File: src/rtl/rng_pkg.sv
`default_nettype none
// ============================================================================
//  Module   : rng_pkg
//  Brief    : Shared constants and FSM encoding for the shared random source
//  Revision : 1.0  initial release
// ============================================================================
package rng_pkg;

    localparam int RNG_WIDTH  = 10;
    // Taps for x^10 + x^7 + 1 (maximal length, period 1023)
    localparam int RNG_TAP_HI = 9;
    localparam int RNG_TAP_LO = 6;
    localparam logic [RNG_WIDTH-1:0] RNG_SEED_DEFAULT = 10'h001;

    typedef enum logic [1:0] {
        RUN    = 2'd0,
        RESEED = 2'd1,
        WARM   = 2'd2
    } state_t;

endpackage : rng_pkg
`default_nettype wire

File: src/rtl/lfsr_core.sv
`default_nettype none
// ============================================================================
//  Module   : lfsr_core
//  Brief    : Fibonacci LFSR with step/load controls and an all-zero guard
//  Revision : 1.0  initial release
// ============================================================================
module lfsr_core
    import rng_pkg::*;
#(
    parameter int              WIDTH = RNG_WIDTH,
    parameter logic [WIDTH-1:0] SEED  = RNG_SEED_DEFAULT
) (
    input  logic             clk,
    input  logic             reset,
    input  logic             step_en,
    input  logic             load_en,
    input  logic [WIDTH-1:0] load_val,
    output logic [WIDTH-1:0] q
);

    // Zero is the lock-up state, so both seed sources are remapped to 1
    localparam logic [WIDTH-1:0] c_seed = (SEED == '0) ? WIDTH'(1) : SEED;

    logic [WIDTH-1:0] r_q;
    logic [WIDTH-1:0] w_load_val;

    assign w_load_val = (load_val == '0) ? WIDTH'(1) : load_val;

    always_ff @(posedge clk or posedge reset) begin
        if (reset) begin
            r_q <= c_seed;
        end else if (load_en) begin
            r_q <= w_load_val;
        end else if (step_en) begin
            r_q <= {r_q[WIDTH-2:0], r_q[RNG_TAP_HI] ^ r_q[RNG_TAP_LO]};
        end
    end

    assign q = r_q;

endmodule : lfsr_core
`default_nettype wire

File: src/rtl/rng_share_arb.sv
`default_nettype none
// ============================================================================
//  Module   : rng_share_arb
//  Brief    : Round-robin sharing of one 10-bit LFSR between N_REQ consumers.
//             Optional post-seed warm-up enabled by macro RNG_WARMUP_EN.
//  Revision : 1.0  initial release
// ============================================================================
module rng_share_arb
    import rng_pkg::*;
#(
    parameter int               N_REQ         = 4,
    parameter int               WIDTH         = RNG_WIDTH,
    parameter logic [WIDTH-1:0] SEED          = RNG_SEED_DEFAULT,
    parameter int               WARMUP_CYCLES = 16
) (
    input  logic             clk,
    input  logic             reset,
    input  logic [N_REQ-1:0] req,
    output logic [N_REQ-1:0] gnt,
    output logic [WIDTH-1:0] rand_out,
    input  logic             seed_load,
    input  logic [WIDTH-1:0] seed_val,
    output logic             rng_ready
);

    localparam int c_ptr_w = $clog2(N_REQ);

`ifdef RNG_WARMUP_EN
    localparam state_t c_post_seed_state = (WARMUP_CYCLES > 0) ? WARM : RUN;
    localparam int     c_cnt_w = (WARMUP_CYCLES > 0) ? $clog2(WARMUP_CYCLES + 1) : 1;
    localparam logic [c_cnt_w-1:0] c_warm_init = c_cnt_w'(WARMUP_CYCLES);
    logic [c_cnt_w-1:0] r_warm_cnt;
`else
    localparam state_t c_post_seed_state = RUN;
`endif

    state_t               r_state;
    state_t               w_state_next;
    logic [c_ptr_w-1:0]   r_ptr;
    logic [c_ptr_w-1:0]   w_ptr_next;
    logic [c_ptr_w-1:0]   w_winner;
    logic [c_ptr_w:0]     w_idx;
    logic                 w_found;
    logic                 w_grant;
    logic                 w_step;
    logic [N_REQ-1:0]     w_gnt_next;
    logic [WIDTH-1:0]     w_q;

    lfsr_core #(
        .WIDTH (WIDTH),
        .SEED  (SEED)
    ) u_lfsr (
        .clk      (clk),
        .reset    (reset),
        .step_en  (w_step),
        .load_en  (seed_load),
        .load_val (seed_val),
        .q        (w_q)
    );

    // Masked priority encoder: first set request at or after the pointer, wrapping
    always_comb begin
        w_found  = 1'b0;
        w_winner = '0;
        w_idx    = '0;
        for (int i = 0; i < N_REQ; i++) begin
            w_idx = {1'b0, r_ptr} + (c_ptr_w + 1)'(i);
            if (w_idx >= (c_ptr_w + 1)'(N_REQ)) begin
                w_idx = w_idx - (c_ptr_w + 1)'(N_REQ);
            end
            if (!w_found && req[w_idx[c_ptr_w-1:0]]) begin
                w_found  = 1'b1;
                w_winner = w_idx[c_ptr_w-1:0];
            end
        end
    end

    assign w_ptr_next = (w_winner == c_ptr_w'(N_REQ - 1)) ? '0 : w_winner + c_ptr_w'(1);

    // State register
    always_ff @(posedge clk or posedge reset) begin
        if (reset) begin
            r_state <= c_post_seed_state;
        end else begin
            r_state <= w_state_next;
        end
    end

    // Next-state logic; seed_load pre-empts everything, including an active reseed
    always_comb begin
        w_state_next = r_state;
        if (seed_load) begin
            w_state_next = RESEED;
        end else begin
            case (r_state)
                RUN:     w_state_next = RUN;
                RESEED:  w_state_next = c_post_seed_state;
`ifdef RNG_WARMUP_EN
                WARM:    w_state_next = (r_warm_cnt <= c_cnt_w'(1)) ? RUN : WARM;
`endif
                default: w_state_next = RUN;
            endcase
        end
    end

    // Output decode
    always_comb begin
        w_grant    = (r_state == RUN) && !seed_load && w_found;
        w_step     = w_grant || (r_state == WARM);
        w_gnt_next = '0;
        if (w_grant) begin
            w_gnt_next[w_winner] = 1'b1;
        end
    end

    always_ff @(posedge clk or posedge reset) begin
        if (reset) begin
            gnt      <= '0;
            rand_out <= '0;
            r_ptr    <= '0;
        end else begin
            gnt <= w_gnt_next;
            if (w_grant) begin
                rand_out <= w_q;
                r_ptr    <= w_ptr_next;
            end
        end
    end

`ifdef RNG_WARMUP_EN
    always_ff @(posedge clk or posedge reset) begin
        if (reset) begin
            r_warm_cnt <= c_warm_init;
        end else if (w_state_next == WARM && r_state != WARM) begin
            r_warm_cnt <= c_warm_init;
        end else if (r_state == WARM && r_warm_cnt != '0) begin
            r_warm_cnt <= r_warm_cnt - c_cnt_w'(1);
        end
    end
`endif

    assign rng_ready = (r_state == RUN);

endmodule : rng_share_arb
`default_nettype wire
File: config.mk
export PLATFORM = sky130hd
export DESIGN_NAME = rng_share_arb
export DESIGN_NICKNAME = d
export VERILOG_FILES = /design/src/rtl/rng_pkg.sv /design/src/rtl/lfsr_core.sv /design/src/rtl/rng_share_arb.sv
export SDC_FILE = /design/constraint.sdc
export NUM_CORES = 1
export LEC_CHECK = 0
export CORE_UTILIZATION = 50
export DETAILED_ROUTE_END_ITERATION = 10
export DONT_BUFFER_PORTS = 1
export PLACE_DENSITY_LB_ADDON = 0.08
export SLEW_MARGIN = 10
export SYNTH_ARGS = -nofsm -noshare
export SYNTH_HDL_FRONTEND = slang
export SYNTH_SLANG_ARGS = --single-unit
File: constraint.sdc
create_clock -name clk -period 2.94 [get_ports clk]
set_clock_uncertainty 0.15 [all_clocks]
set_input_delay 0.294 -clock clk [delete_from_list [all_inputs] [get_ports clk]]
set_output_delay 0.294 -clock clk [all_outputs]
set_load 0.02 [all_outputs]
# Yosys cells after proc, flatten, opt, wreduce, memory -nomap -nowiden
# Cells that the tools add are included.
# classes
addsub	8
order_cmp	10
eq_ne	2
mux	28
bitwise_logic	1
n_reduce_logical	14
# op_table
op	count
10-bit two-way mux	3
2-bit two-way mux	9
2-bit by 3-bit < comparator with 1-bit output (second input constant)	5
10-bit zero test	1
1-bit two-way mux	10
3-bit >= comparator (second input constant)	3
1-bit binary-select mux with 2-bit select	4
2-bit by 1-bit subtractor with 2-bit output (second input constant)	4
2-bit by 2-bit adder with 3-bit output (second input constant)	2
1-bit logical AND	6
2-bit equality test (second input constant)	2
1-bit zero test	4
4-bit two-way mux	1
2-bit by 1-bit adder with 3-bit output (second input constant)	1
2-bit by 3-bit >= comparator with 1-bit output (second input constant)	1
2-bit by 1-bit adder with 2-bit output (second input constant)	1
1-bit demux with 2-bit select	1
2-bit by 1-bit >= comparator with 1-bit output (second input constant)	1
2-bit zero test	1
2-bit nonzero test	1
1-bit logical OR	1
1-bit bitwise XOR	1
# word_totals
regBits	28
inputBits	17
word_cells	68

# Longest topological paths before layout
# depth
depth_word	19
ltp_mapped	5
depth_no_buf	5

# Cells and area by module
# Synthesis repeated with hierarchy kept, for this count alone.
# unflattened
hier_cells	106
hier_area_um2	1285.0
# modules_own_cells
mod	instances	cells_each	area_per_inst_um2
rng_share_arb	1	57	787.0
lfsr_core	1	49	498.0

# Worst setup path before layout
# OpenSTA, ideal clock, no wires.
# synth_timing
kind	in2reg
startpoint	in req[0]
endpoint	reg r_ptr[1]
arrival_ps	1536
t_required_ps	2665
setup_slack_ps	1129
cell_stages	5
path_buffers	2
cell_sequence	or4_4 -> buf_6 -> and2_4 -> buf_12 -> mux2_4
# synth_between
elab_chain_cells	14
elab_cells_between_ends	26
# synth_rtl
item	line_no	text
start, declared	rng_share_arb.sv:18	input logic [N_REQ-1:0] req,
1-bit binary-select mux with 2-bit select	rng_share_arb.sv:71	if (!w_found && req[w_idx[c_ptr_w-1:0]]) begin
1-bit two-way mux (not written as such)	rng_share_arb.sv:71	
1-bit two-way mux	rng_share_arb.sv:71	
1-bit zero test	rng_share_arb.sv:71	
1-bit logical AND	rng_share_arb.sv:71	
1-bit two-way mux	rng_share_arb.sv:71	
1-bit zero test	rng_share_arb.sv:71	
1-bit logical AND	rng_share_arb.sv:71	
1-bit two-way mux	rng_share_arb.sv:71	
1-bit zero test	rng_share_arb.sv:71	
1-bit logical AND	rng_share_arb.sv:71	
2-bit two-way mux	rng_share_arb.sv:71	
2-bit by 1-bit adder with 2-bit output / 2-bit equality test (equally long branches)	rng_share_arb.sv:78	assign w_ptr_next = (w_winner == c_ptr_w'(N_REQ - 1)) ? '0 : w_winner + c_ptr_w'(1);
2-bit two-way mux	rng_share_arb.sv:78	
end signal, assigned	rng_share_arb.sv:125	r_ptr <= w_ptr_next;
end, declared	rng_share_arb.sv:39	logic [c_ptr_w-1:0] r_ptr;
# Several ways; a longest one is shown, not always the timed one. The select of a mux whose other input is x is not followed.
# A chain may end at the register's enable or synchronous reset.

# Worst setup path in the final report
# layout_timing
startpoint	reg r_ptr[1]
endpoint	reg r_ptr[1]
# layout_between
elab_chain_cells	16
elab_cells_between_ends	41
# layout_rtl
item	line_no	text
branches (longest 13 deep; another with 2-bit by 1-bit adder with 3-bit output)	--	
2-bit two-way mux *	rng_share_arb.sv:71	
2-bit by 1-bit adder with 2-bit output / 2-bit equality test (equally long branches)	rng_share_arb.sv:78	
2-bit two-way mux *	rng_share_arb.sv:78	
via w_ptr_next[1]	rng_share_arb.sv:40	logic [c_ptr_w-1:0] w_ptr_next;
# Mark *: on every way through the listed nets, which the timed path passes. The select of a mux whose other input is x is not followed.

==> impl_metrics.py <==
metrics = {
    "power_and_ir_drop": {
        "switchingPower_uw": 270,
        "internal-power_uw": 594,
        "clkPwrFrac_pct": 18.0,
        "ir_drop_mv": 0.350,
        "powerDensity_mw_per_mm2": 599,
        "seqPwrFrac_pct": 60.8,
        "leakage_uw": 0.000687,
        "swShare_pct": 31.2,
        "combinationalPowerShare_pct": 21.2,
    },
    "clocking": {
        "cts_tree": "yes",
        "numCtsBuffers": 3,
        "clkLatencyLatePin_ns": 0.31,
        "cts_root_buf": "clkbuf_4",
        "cts_resized": 0,
        "htree_levels": 1,
        "cts.sinks": 27,
        "ctsLongestPathBuffers": 2,
        "path_clk_slew_ns": 0.14,
    },
    "logic_synthesis": {
        "synth_seq_cells": 27,
        "yosys-top-cells-area": "dfrtp_1, mux2_4, a221o_1",
        "synth.distinct_cells": 32,
        "synth.top_cell.area_share_pct": 49.7,
        "synth_nets": 120,
        "seq_area_frac_synth_pct": 51.7,
        "synthFlopType": "dfrtp_1",
        "synth_cells": 99,
        "synth_area_mm2": 0.00131,
        "synth-edff-count": 0,
        "async_reset_ff_share_pct": 100,
        "syn_avg_cell_area_um2": 13.2,
        "yosysTopAreaCell": "dfrtp_1",
        "yosys_warnings": 0,
    },
    "timing": {
        "fin_crit_ns": 1.85,
        "slew_viol_final": 0,
        "worst_pin_slew_ns": 0.994,
        "period_share_pct": 62.9,
        "setup_violations": 0,
        "tns_ns": 0,
        "rsz0062_at_grt": "no",
        "slew_headroom_pct": 33.7,
        "finalHoldViolations": 0,
        "max_freq_ghz": 0.541,
    },
    "hold_path": {
        "hold_class": "in -> reg",
    },
    "drt": {
        "wl_met1_um": 1250,
        "drt-vias-per-instance": 5.93,
        "drtIter0Drc": 15,
        "top_layer_used": "met4",
        "drt_wl_total_um": 2530,
        "ant_nets": 0,
        "drcViolationCount": 0,
        "vias": 830,
        "met3_length_um": 167,
        "wl_per_cell_um": 18.0,
        "met2RoutedLength_um": 1080,
        "drtPass1Iterations": 4,
    },
    "place": {
        "place_inst": 125,
        "place_hpwl_um": 1630,
        "gp_congestion": 0.829,
        "numPortBuffers": 0,
    },
    "run": {
        "cap_violations": 0,
    },
    "worst_setup_path": {
        "start_kind": "register",
        "path_class": "reg -> reg",
        "setup.worst_path.end_class": "register",
        "cp_cell_sequence": "a21o_1, a21boi_0, o22a_1, ha_1, mux2_4",
        "crit_path_top_delay_cell": "dfrtp_1",
        "crit_arrival_ns": 1.92,
        "worst_ep_required_time_ns": 3.01,
        "cp_max_fo": 6,
        "critPathMaxStageDelay_ns": 0.46,
    },
    "grt": {
        "antenna_found_initial": 0,
        "gr-usage-all-layers_pct": 20.1,
        "gr-total-overflow": 0,
        "grt_max_degree": 28,
        "grt_pass1_vias": 857,
        "grt_pass1_wl_um": 4000,
    },
    "outcome": {
        "outcome": "complete, no violations",
    },
    "die": {
        "boundaryPins": 32,
        "dieArea_mm2": 0.00283,
        "die_h_um": 53.2,
        "start_util_pct": 52.9,
        "num_rows": 18,
        "die_x_um": 53.2,
        "core-area_mm2": 0.00248,
    },
    "cells_and_area": {
        "layout-drive-gt1-share_pct": 19.1,
        "syn_to_final_growth_pct": 10.0,
        "diodes": 0,
        "utilization_pct": 58.2,
        "stdcell_count": 140,
        "fin_nets": 132,
    },
}
-- kinds of logic (layout without fill, tap and decap cells) --
kind of cell	count (synthesis)	count (layout)	synth area share [%]
buf+inv	8	19	4.68
xor+xnor	1	1	0.669
flops	27	27	51.7
simple gates	27	27	12.9
compound gates	21	21	14.2
fa+ha+maj	4	4	3.82
mux	11	11	12.0
-- synthesized netlist by cell type (all sizes together), types with 2 or more instances --
library cell   n
a311oi         2
clkbuf         2
nor4           2
dfrtp         26
and3          14
ha             4
mux2          11
a21oi          2
inv            3
nor2           3
nor2b          3
buf            3
a221o          9
-- worst paths after layout --
path / from / to / slack [ns] / depth (start not counted)
max in group asynchronous: reset / r_state[0]$_DFF_PP0_ / 1.56 / 2
min in group asynchronous: reset / gnt[0]$_DFF_PP0_ / 0.49 / 2
worst max register to register: r_ptr[1]$_DFFE_PP0P_ / r_ptr[1]$_DFFE_PP0P_ / 1.09 / 5
worst min-delay path: req[3] / r_ptr[0]$_DFFE_PP0P_ / 0.05 / 2
worst min register to register: u_lfsr.q[2]$_DFFE_PP0P_ / rand_out[2]$_DFFE_PP0P_ / 0.40 / 1
worst max-delay path: r_ptr[1]$_DFFE_PP0P_ / r_ptr[1]$_DFFE_PP0P_ / 1.09 / 5
-- worst max-delay path: cells and delay by family, from the launching register on --
kind	cells	cell delay (ns)
flops	1	0.46
fa+ha+maj	1	0.24
mux	1	0.25
compound gates	3	0.64
-- layer usage --
layer	track usage, %	vias to the layer above
met5	0	-
met2	29.5	26
li1	-	396
met3	4.60	4
met1	28.7	404
met4	7.46	0
-- power by group through the flow --
stage          Sequential, uW  Clock [uW]  Combinational (uW)
6_report                  525         155                 183
5_1_grt                   535         179                 205
4_1_cts                   525         162                 184
3_5_place_dp              532           0                 169
3_3_place_gp              533           0                 163
2_1_floorplan             518           0                 151
-- area by class of cell --
| type | count | area, um2 |
|---|---|---|
| tap | 30 | 37.5 |
| multi-input combinational | 64 | 572 |
| clock buffer | 4 | 26.3 |
| timing repair buffer | 12 | 118 |
| inverter | 3 | 11.3 |
| fill | 203 | 1040 |
| sequential | 27 | 677 |
-- per-stage QoR --
stage,power (uW),hold WS (ns),setup WS [ns],instance area (um2)
global route,919,0.0718,0.960,1440
finish,864,0.0531,1.09,1440
global placement,696,0.176,1.12,1310
floorplan,668,0.175,1.13,1310
detailed placement,701,0.176,1.11,1310
CTS,871,0.0499,1.08,1440
-- timing repair --
action,CTS,global route
endpoints found under the hold margin,37,0
endpoints found under the setup margin,0,0
setup buffers,0,0
hold buffers,11,0
-- placed cells by master, fill, tap and decap left out, types with 2 or more instances in the layout --
master         Yosys  final
dfrtp_1           26     26
and3_1            14     14
dlygate4sd3_1      0     11
mux2_4             9      9
a221o_1            9      9
ha_1               4      4
nor2_1             3      3
inv_1              3      3
nor2b_1            3      3
clkbuf_4           0      3
nor4_1             2      2
mux2_2             2      2
-- registers in the layout, indices dropped and copies added, names as in the netlist --
| name | count |
|---|---|
| gnt | 4 |
| r_ptr | 2 |
| r_state | 1 |
| rand_out | 10 |
| u_lfsr.q | 10 |
Power figures use the tool's default switching activity.
